--- config.mk ---
export PLATFORM = sky130hd
export DESIGN_NAME = adbg_bytefifo_ctrl
export DESIGN_NICKNAME = d
export VERILOG_FILES = /design/src/rtl/adbg_bytefifo_ctrl.sv
export SDC_FILE = /design/constraint.sdc
export NUM_CORES = 1
export LEC_CHECK = 0
export BUFFER_PORTS_ARGS = -buffer_cell sky130_fd_sc_hd__buf_2
export CAP_MARGIN = 0
export CORE_ASPECT_RATIO = 0.6
export CORE_MARGIN = 2
export CORE_UTILIZATION = 25
export CTS_CLUSTER_DIAMETER = 150
export DETAILED_ROUTE_END_ITERATION = 7
export PLACE_DENSITY = 0.65
export SYNTH_ARGS = -nofsm -noshare
export SYNTH_HDL_FRONTEND = slang
export SYNTH_SLANG_ARGS = --single-unit
--- constraint.sdc ---
create_clock -name CLK -period 2.7 [get_ports CLK]
set_clock_uncertainty 0.05 [all_clocks]
set_input_delay 0 -clock CLK [delete_from_list [all_inputs] [get_ports CLK]]
set_output_delay 0 -clock CLK [all_outputs]
set_load 0.01 [all_outputs]
--- src/rtl/adbg_bytefifo_ctrl.sv ---
// adbg_bytefifo_ctrl: arbitrates one producer and one consumer onto a
// single-port 8-deep byte FIFO, with a flush mode and an occupancy IRQ.
//
// Ports:
//   CLK, RST            clock, asynchronous active-high reset
//   PUSH_REQ/DATA/ACK   producer side; ACK is combinational
//   POP_REQ/ACK         consumer side; ACK is combinational
//   POP_DATA/VALID      registered popped byte and its one-cycle strobe
//   FLUSH/FLUSH_BUSY    discard request / high while discarding
//   FIFO_*              byte FIFO control and status
//   IRQ                 registered occupancy interrupt
//
// Build option: define ADBG_BYTEFIFO_IRQ_EN to enable the IRQ_THRESH
// occupancy interrupt; otherwise IRQ is tied low.
module adbg_bytefifo_ctrl #(
   parameter logic [3:0] IRQ_THRESH = 4'h4
) (
   input  logic       CLK,
   input  logic       RST,
   input  logic       PUSH_REQ,
   input  logic [7:0] PUSH_DATA,
   output logic       PUSH_ACK,
   input  logic       POP_REQ,
   output logic       POP_ACK,
   output logic [7:0] POP_DATA,
   output logic       POP_VALID,
   input  logic       FLUSH,
   output logic       FLUSH_BUSY,
   output logic [7:0] FIFO_DATA_IN,
   output logic       FIFO_EN,
   output logic       FIFO_PUSH_POPn,
   input  logic [7:0] FIFO_DATA_OUT,
   input  logic [3:0] FIFO_BYTES_AVAIL,
   input  logic [3:0] FIFO_BYTES_FREE,
   output logic       IRQ
);

   typedef enum logic {
      ST_ARB   = 1'b0,
      ST_FLUSH = 1'b1
   } state_t;

   localparam logic LG_POP  = 1'b0;
   localparam logic LG_PUSH = 1'b1;

   state_t     r_state;
   logic       r_last_grant;
   logic [7:0] r_pop_data;
   logic       r_pop_valid;

   logic w_arb;
   logic w_push_ok;
   logic w_pop_ok;
   logic w_tie;
   logic w_grant_push;
   logic w_grant_pop;
   logic w_flush_pop;

   // A sampled FLUSH pre-empts any grant in the same cycle.
   assign w_arb     = (r_state == ST_ARB) & ~RST & ~FLUSH;
   assign w_push_ok = PUSH_REQ & (FIFO_BYTES_FREE != 4'd0);
   assign w_pop_ok  = POP_REQ & (FIFO_BYTES_AVAIL != 4'd0);
   assign w_tie     = w_push_ok & w_pop_ok;

   // On a tie the side that did not win the previous tie is served.
   assign w_grant_push = w_arb & w_push_ok &
                         (~w_pop_ok | (r_last_grant == LG_POP));
   assign w_grant_pop  = w_arb & w_pop_ok &
                         (~w_push_ok | (r_last_grant == LG_PUSH));

   assign w_flush_pop = (r_state == ST_FLUSH) & ~RST &
                        (FIFO_BYTES_AVAIL != 4'd0);

   assign FIFO_EN        = w_grant_push | w_grant_pop | w_flush_pop;
   assign FIFO_PUSH_POPn = ~(w_grant_pop | w_flush_pop);
   assign FIFO_DATA_IN   = PUSH_DATA;
   assign PUSH_ACK       = w_grant_push;
   assign POP_ACK        = w_grant_pop;
   assign POP_DATA       = r_pop_data;
   assign POP_VALID      = r_pop_valid;
   assign FLUSH_BUSY     = (r_state == ST_FLUSH);

   always_ff @(posedge CLK or posedge RST) begin
      if (RST) begin
         r_state      <= ST_ARB;
         r_last_grant <= LG_POP;
         r_pop_data   <= 8'h00;
         r_pop_valid  <= 1'b0;
      end else begin
         r_pop_valid <= w_grant_pop;
         if (w_grant_pop) begin
            r_pop_data <= FIFO_DATA_OUT;
         end
         unique case (r_state)
            ST_ARB: begin
               if (FLUSH) begin
                  r_state <= ST_FLUSH;
               end else if (w_tie) begin
                  r_last_grant <= w_grant_push ? LG_PUSH : LG_POP;
               end
            end
            ST_FLUSH: begin
               if (FIFO_BYTES_AVAIL == 4'd0) begin
                  r_state <= ST_ARB;
               end
            end
         endcase
      end
   end

`ifdef ADBG_BYTEFIFO_IRQ_EN
   logic r_irq;

   always_ff @(posedge CLK or posedge RST) begin
      if (RST) begin
         r_irq <= 1'b0;
      end else begin
         r_irq <= (FIFO_BYTES_AVAIL >= IRQ_THRESH);
      end
   end

   assign IRQ = r_irq;
`else
   // Threshold has no function without the interrupt.
   logic w_unused_thresh;
   assign w_unused_thresh = ^IRQ_THRESH;
   assign IRQ = 1'b0;
`endif

endmodule

After elaboration in Yosys (flattened, before gate mapping)
Cells that the tools add are included.
{"block": "word_totals", "regBits": 11, "out_inout_bits": 23}
{"block": "op_classes", "mux": 4, "bitwise": 23, "reduce_logical": 4}
{"cell": "bitwise AND 1 bit", "count": 11}
{"cell": "nonzero test 4 bit", "count": 2}
{"cell": "inverter 1 bit", "count": 7}
{"cell": "OR 1 bit", "count": 5}
{"cell": "zero test 4 bit", "count": 1}
{"cell": "2-to-1 mux 1 bit", "count": 3}
{"cell": "AND reduction 3 bit", "count": 1}
{"cell": "one-hot mux 1 bit (2 select lines)", "count": 1}

Longest topological paths before layout
{"block": "depth", "depth_word": 7, "depth_mapped": 3}

Least setup slack after synthesis
OpenSTA, ideal clock, no wires.
{"block": "synth_timing", "path_type": "register to register", "startpoint": "register r_state (netlist: FLUSH_BUSY)", "endpoint": "register r_pop_data[0] (netlist: POP_DATA[0])", "path_buffers": 0, "path_slack_ns": 1.236, "required_time_ns": 2.525, "path_stages_with_launch": 4, "synth_period_minus_slack_ns": 1.464, "arrival_ns": 1.289, "path_cell_list": "dfrtp_1 -> nor3_1 -> o2111ai_4 -> mux2_2"}
{"block": "synth_between", "elab_chain_len": 5}
{"element": "from (decl)", "line_no": "46", "source": "state_t r_state;"}
{"element": "from (signal assigned)", "line_no": "85", "source": "r_state <= ST_ARB;"}
{"element": "from (signal assigned)", "line_no": "97", "source": "r_state <= ST_FLUSH;"}
{"element": "from (signal assigned)", "line_no": "104", "source": "r_state <= ST_ARB;"}
{"element": "inverter 1 bit"}
{"element": "bitwise AND 1 bit (2 in series)", "line_no": "60", "source": "assign w_arb = (r_state == ST_ARB) & ~RST & ~FLUSH;"}
{"element": "bitwise AND 1 bit (2 in series)", "line_no": "68", "source": "assign w_grant_pop = w_arb & w_pop_ok &"}
{"element": "to (signal assigned)", "line_no": "87", "source": "r_pop_data <= 8'h00;"}
{"element": "to (signal assigned)", "line_no": "92", "source": "r_pop_data <= FIFO_DATA_OUT;"}
{"element": "to (decl)", "line_no": "48", "source": "logic [7:0] r_pop_data;"}
Every way passes these cells.
A chain may end at the register's enable or synchronous reset.

Worst setup path after layout
{"block": "layout_timing", "startpoint": "input port RST", "endpoint": "output port POP_ACK"}
{"block": "layout_between", "elab_chain_len": 5}
{"element": "from (decl)", "line_no": "19", "source": "input logic RST,"}
{"element": "inverter 1 bit", "line_no": "60"}
{"element": "bitwise AND 1 bit (2 in series)", "line_no": "60"}
{"element": "bitwise AND 1 bit (2 in series)", "line_no": "68"}
{"element": "to (decl)", "line_no": "24", "source": "output logic POP_ACK,"}
Every way passes these cells.

==> summary.txt <==
min Tclk post-route -> 1.63 ns
R2R Setup Slk -> 1.15 ns
Synthesized Nets -> 82
unique cell type count in the Yosys netlist -> 21
#FFs+latches synth -> 11
# diodes -> 0
nets -> 129
worst hold path type -> in -> reg
layout cells sized above 1 -> 49.5%
total CTS buffers -> 3
part of the cycle the worst path needs -> 60.3%
Max Cap Viol -> 0
Layout fillers -> 212
Vias/cell -> 4.33
total number of vias -> 558
hold slack -> 0.0492 ns
WP depth -> 6
status -> finished clean
io pins -> 52
arrival time at the worst endpoint -> 1.58 ns
CTS max path bufs -> 2
final setup TNS -> 0 ns
post-route cell area -> 965 um2
worst slack, placed -> 1.13 ns
Crit path required time -> 2.65 ns
wire length per cell -> 11.1 um
crit path max-delay cell type -> dlygate4sd3_1
vias in the first global route -> 517
largest cells by area after synthesis -> dfrtp_1 (45%), mux2_2 (17%), buf_4 (11%), o2111ai_4 (4.3%), inv_1 (2.5%)
worst path cell trace -> dlygate4sd3_1 > buf_2 > nor3_1 > o2111ai_4 > inv_1 > buf_2
DP Cell Count -> 108
Post-CTS Setup Bufs -> 0
YS warnings -> 0
I/O Buffers -> 34
ANT nets after route -> 0
worst-skew pair later-pin latency -> 0.23 ns
slew margin rel. -> 62.8%
Pwr per Cell Area -> 515 nW/um2
Worst Tran Pin Value -> 0.551 ns
router iterations before antenna repair -> 2
final wirelength -> 1.43 mm
Tot GR Track Use -> 10.4%
FF-to-FF path depth -> 3
Adder-Cell Fraction of Synth Area -> 0%
CTS tree -> built
largest family of logic cells by synthesized area -> multiplexers
f_max -> 614 MHz
Initial Utilization -> 27.3%
Post-synth EDFFs -> 0
RSZ-0062 raised after global routing -> no
CTS resizes -> 0
Post-Synth XOR/XNOR Area -> 0%
DRC violations left -> 0
Setup WS post-layout -> 1.07 ns
area leader, netlist -> dfrtp_1
clk sink count -> 11
Max stage delay on crit path -> 0.53 ns
initial antenna violation count -> 0
GRT overflow -> 0
Placement Cell Area -> 749 um2
Die H -> 42.2 um
Die Wd -> 67.7 um
cell area after synthesis -> 609 um2
Post-CTS Hold Buffers -> 17
Synth Instances -> 53
Die Area -> 2860 um2
CP dominant cell by count -> buf_2
Peak VDD IR -> 0.431 mV
Syn-to-layout area delta -> 58.3%
num rows -> 13
max-slew violation count -> 0
final-report setup violation count -> 0
H-tree lvl count -> 1
WP buf/inv -> 4
Leakage -> 0.496 nW
number of DRC markers in iteration 0 -> 17
first-pass GRT wire length -> 2.22 mm
post-synthesis async set-or-reset flop share -> 100%
Yosys top cell area share -> 45.2%
final cell count without fillers -> 129
Placer Congestion -> 0.846
critical path class -> in -> out
Post-DP HPWL -> 1.12 mm
Min-Delay Path Depth -> 3
Critical Path Start Type -> input pin
synthesized area per cell -> 11.5 um2
worst-path maximum fanout -> 9
largest net degree at the start of global routing -> 12
crit end category -> primary output
total core area -> 2230 um2
Crit path max-delay family -> buffers and inverters
top cells by count, synth -> dfrtp_1 (11), buf_4 (9), mux2_2 (9), inv_1 (4)
Post-synth top flop -> dfrtp_1
CTS clock-pin slew for the worst setup and hold paths -> 0.05 ns
root buf cell -> clkbuf_8
Simple-Gate Fraction of Synth Area -> 12.5%
register area share after synthesis -> 45.2%
most numerous cell in the Yosys netlist -> dfrtp_1
count of final hold-check violations -> 0
mux cell area share after synthesis -> 16.6%
Synth Area in Compound Gates -> 11.5%
-- cells in the final DEF (no fill, tap or decap) --
cell type and n:
clkbuf_1 1, or3_1 1, inv_1 4, nor2b_1 1, o21ai_0 2, and2_1 1
dlygate4sd3_1 17, o41ai_1 1, dfrtp_1 11, nor2_1 2, a211o_1 1, nor4b_1 1
conb_1 1, clkbuf_8 3, nand2b_1 1, mux2_2 9, nor3_1 1, nor4_2 1
or4_4 1, o2111ai_4 1, buf_2 34, a21oi_1 2, a31oi_1 1, nor4_1 1
-- power by group --
group	leakage, nW	internal (W)	switching, W	total, W
clock	0.0228	0.000103	0.0000563	0.000160
combinational	0.332	0.0000708	0.0000568	0.000128
sequential	0.142	0.000193	0.0000172	0.000210
total	0.496	0.000367	0.000130	0.000497
-- registers in the layout, indices dropped and copies added (netlist names) --
name	flops
POP_DATA	8
r_last_grant	1
POP_VALID	1
FLUSH_BUSY	1
-- worst reg2reg max path, cell delays in order, from the launching register on --
cell       delay [ns]
dfrtp_1          0.42
nor3_1           0.33
o2111ai_4        0.29
mux2_2           0.35
-- cell families (layout without fill, tap and decap cells) --
group / Yosys count / count (layout)
AND/OR/NAND/NOR: 11 / 11
buffers and inverters: 13 / 59
AO/OA/AOI/OAI: 8 / 8
other: 1 / 1
multiplexers: 9 / 9
flip-flops: 11 / 11
-- path summary, 6_finish.rpt --
kind                                         start                       to
setup / recovery                               RST                  POP_ACK
min in group asynchronous                      RST  POP_DATA[4]$_DFFE_PP0P_
hold reg to reg            POP_DATA[1]$_DFFE_PP0P_  POP_DATA[1]$_DFFE_PP0P_
setup reg to reg              FLUSH_BUSY$_DFF_PP0_  POP_DATA[5]$_DFFE_PP0P_
hold / removal                               FLUSH     FLUSH_BUSY$_DFF_PP0_
max in group asynchronous                      RST  POP_DATA[2]$_DFFE_PP0P_
-- metrics by stage --
stage               util, %  total power, W
floorplan                 -        0.000276
detailed placement     33.6        0.000319
global placement       33.6        0.000315
global route           43.3        0.000529
finish                 43.3        0.000497
CTS                    43.3        0.000504
-- layer usage --
layer	vias to the layer above	global-route usage, %	share of wire, %
li1	269	-	-
met1	257	13.9	43
met2	32	16.1	45
met3	0	5.38	12
met4	0	0	0
met5	-	0	0
-- cell type report --
type	instances	area [um2]	area share, %
Timing Repair Buffer	51	340	35.3
Sequential cell	11	275	28.5
Tap cell	30	37.5	3.89
Clock buffer	4	45.0	4.67
Multi-Input combinational cell	29	251	26.1
Inverter	4	15.0	1.56
No activity file was read; power rests on OpenSTA's default activity.
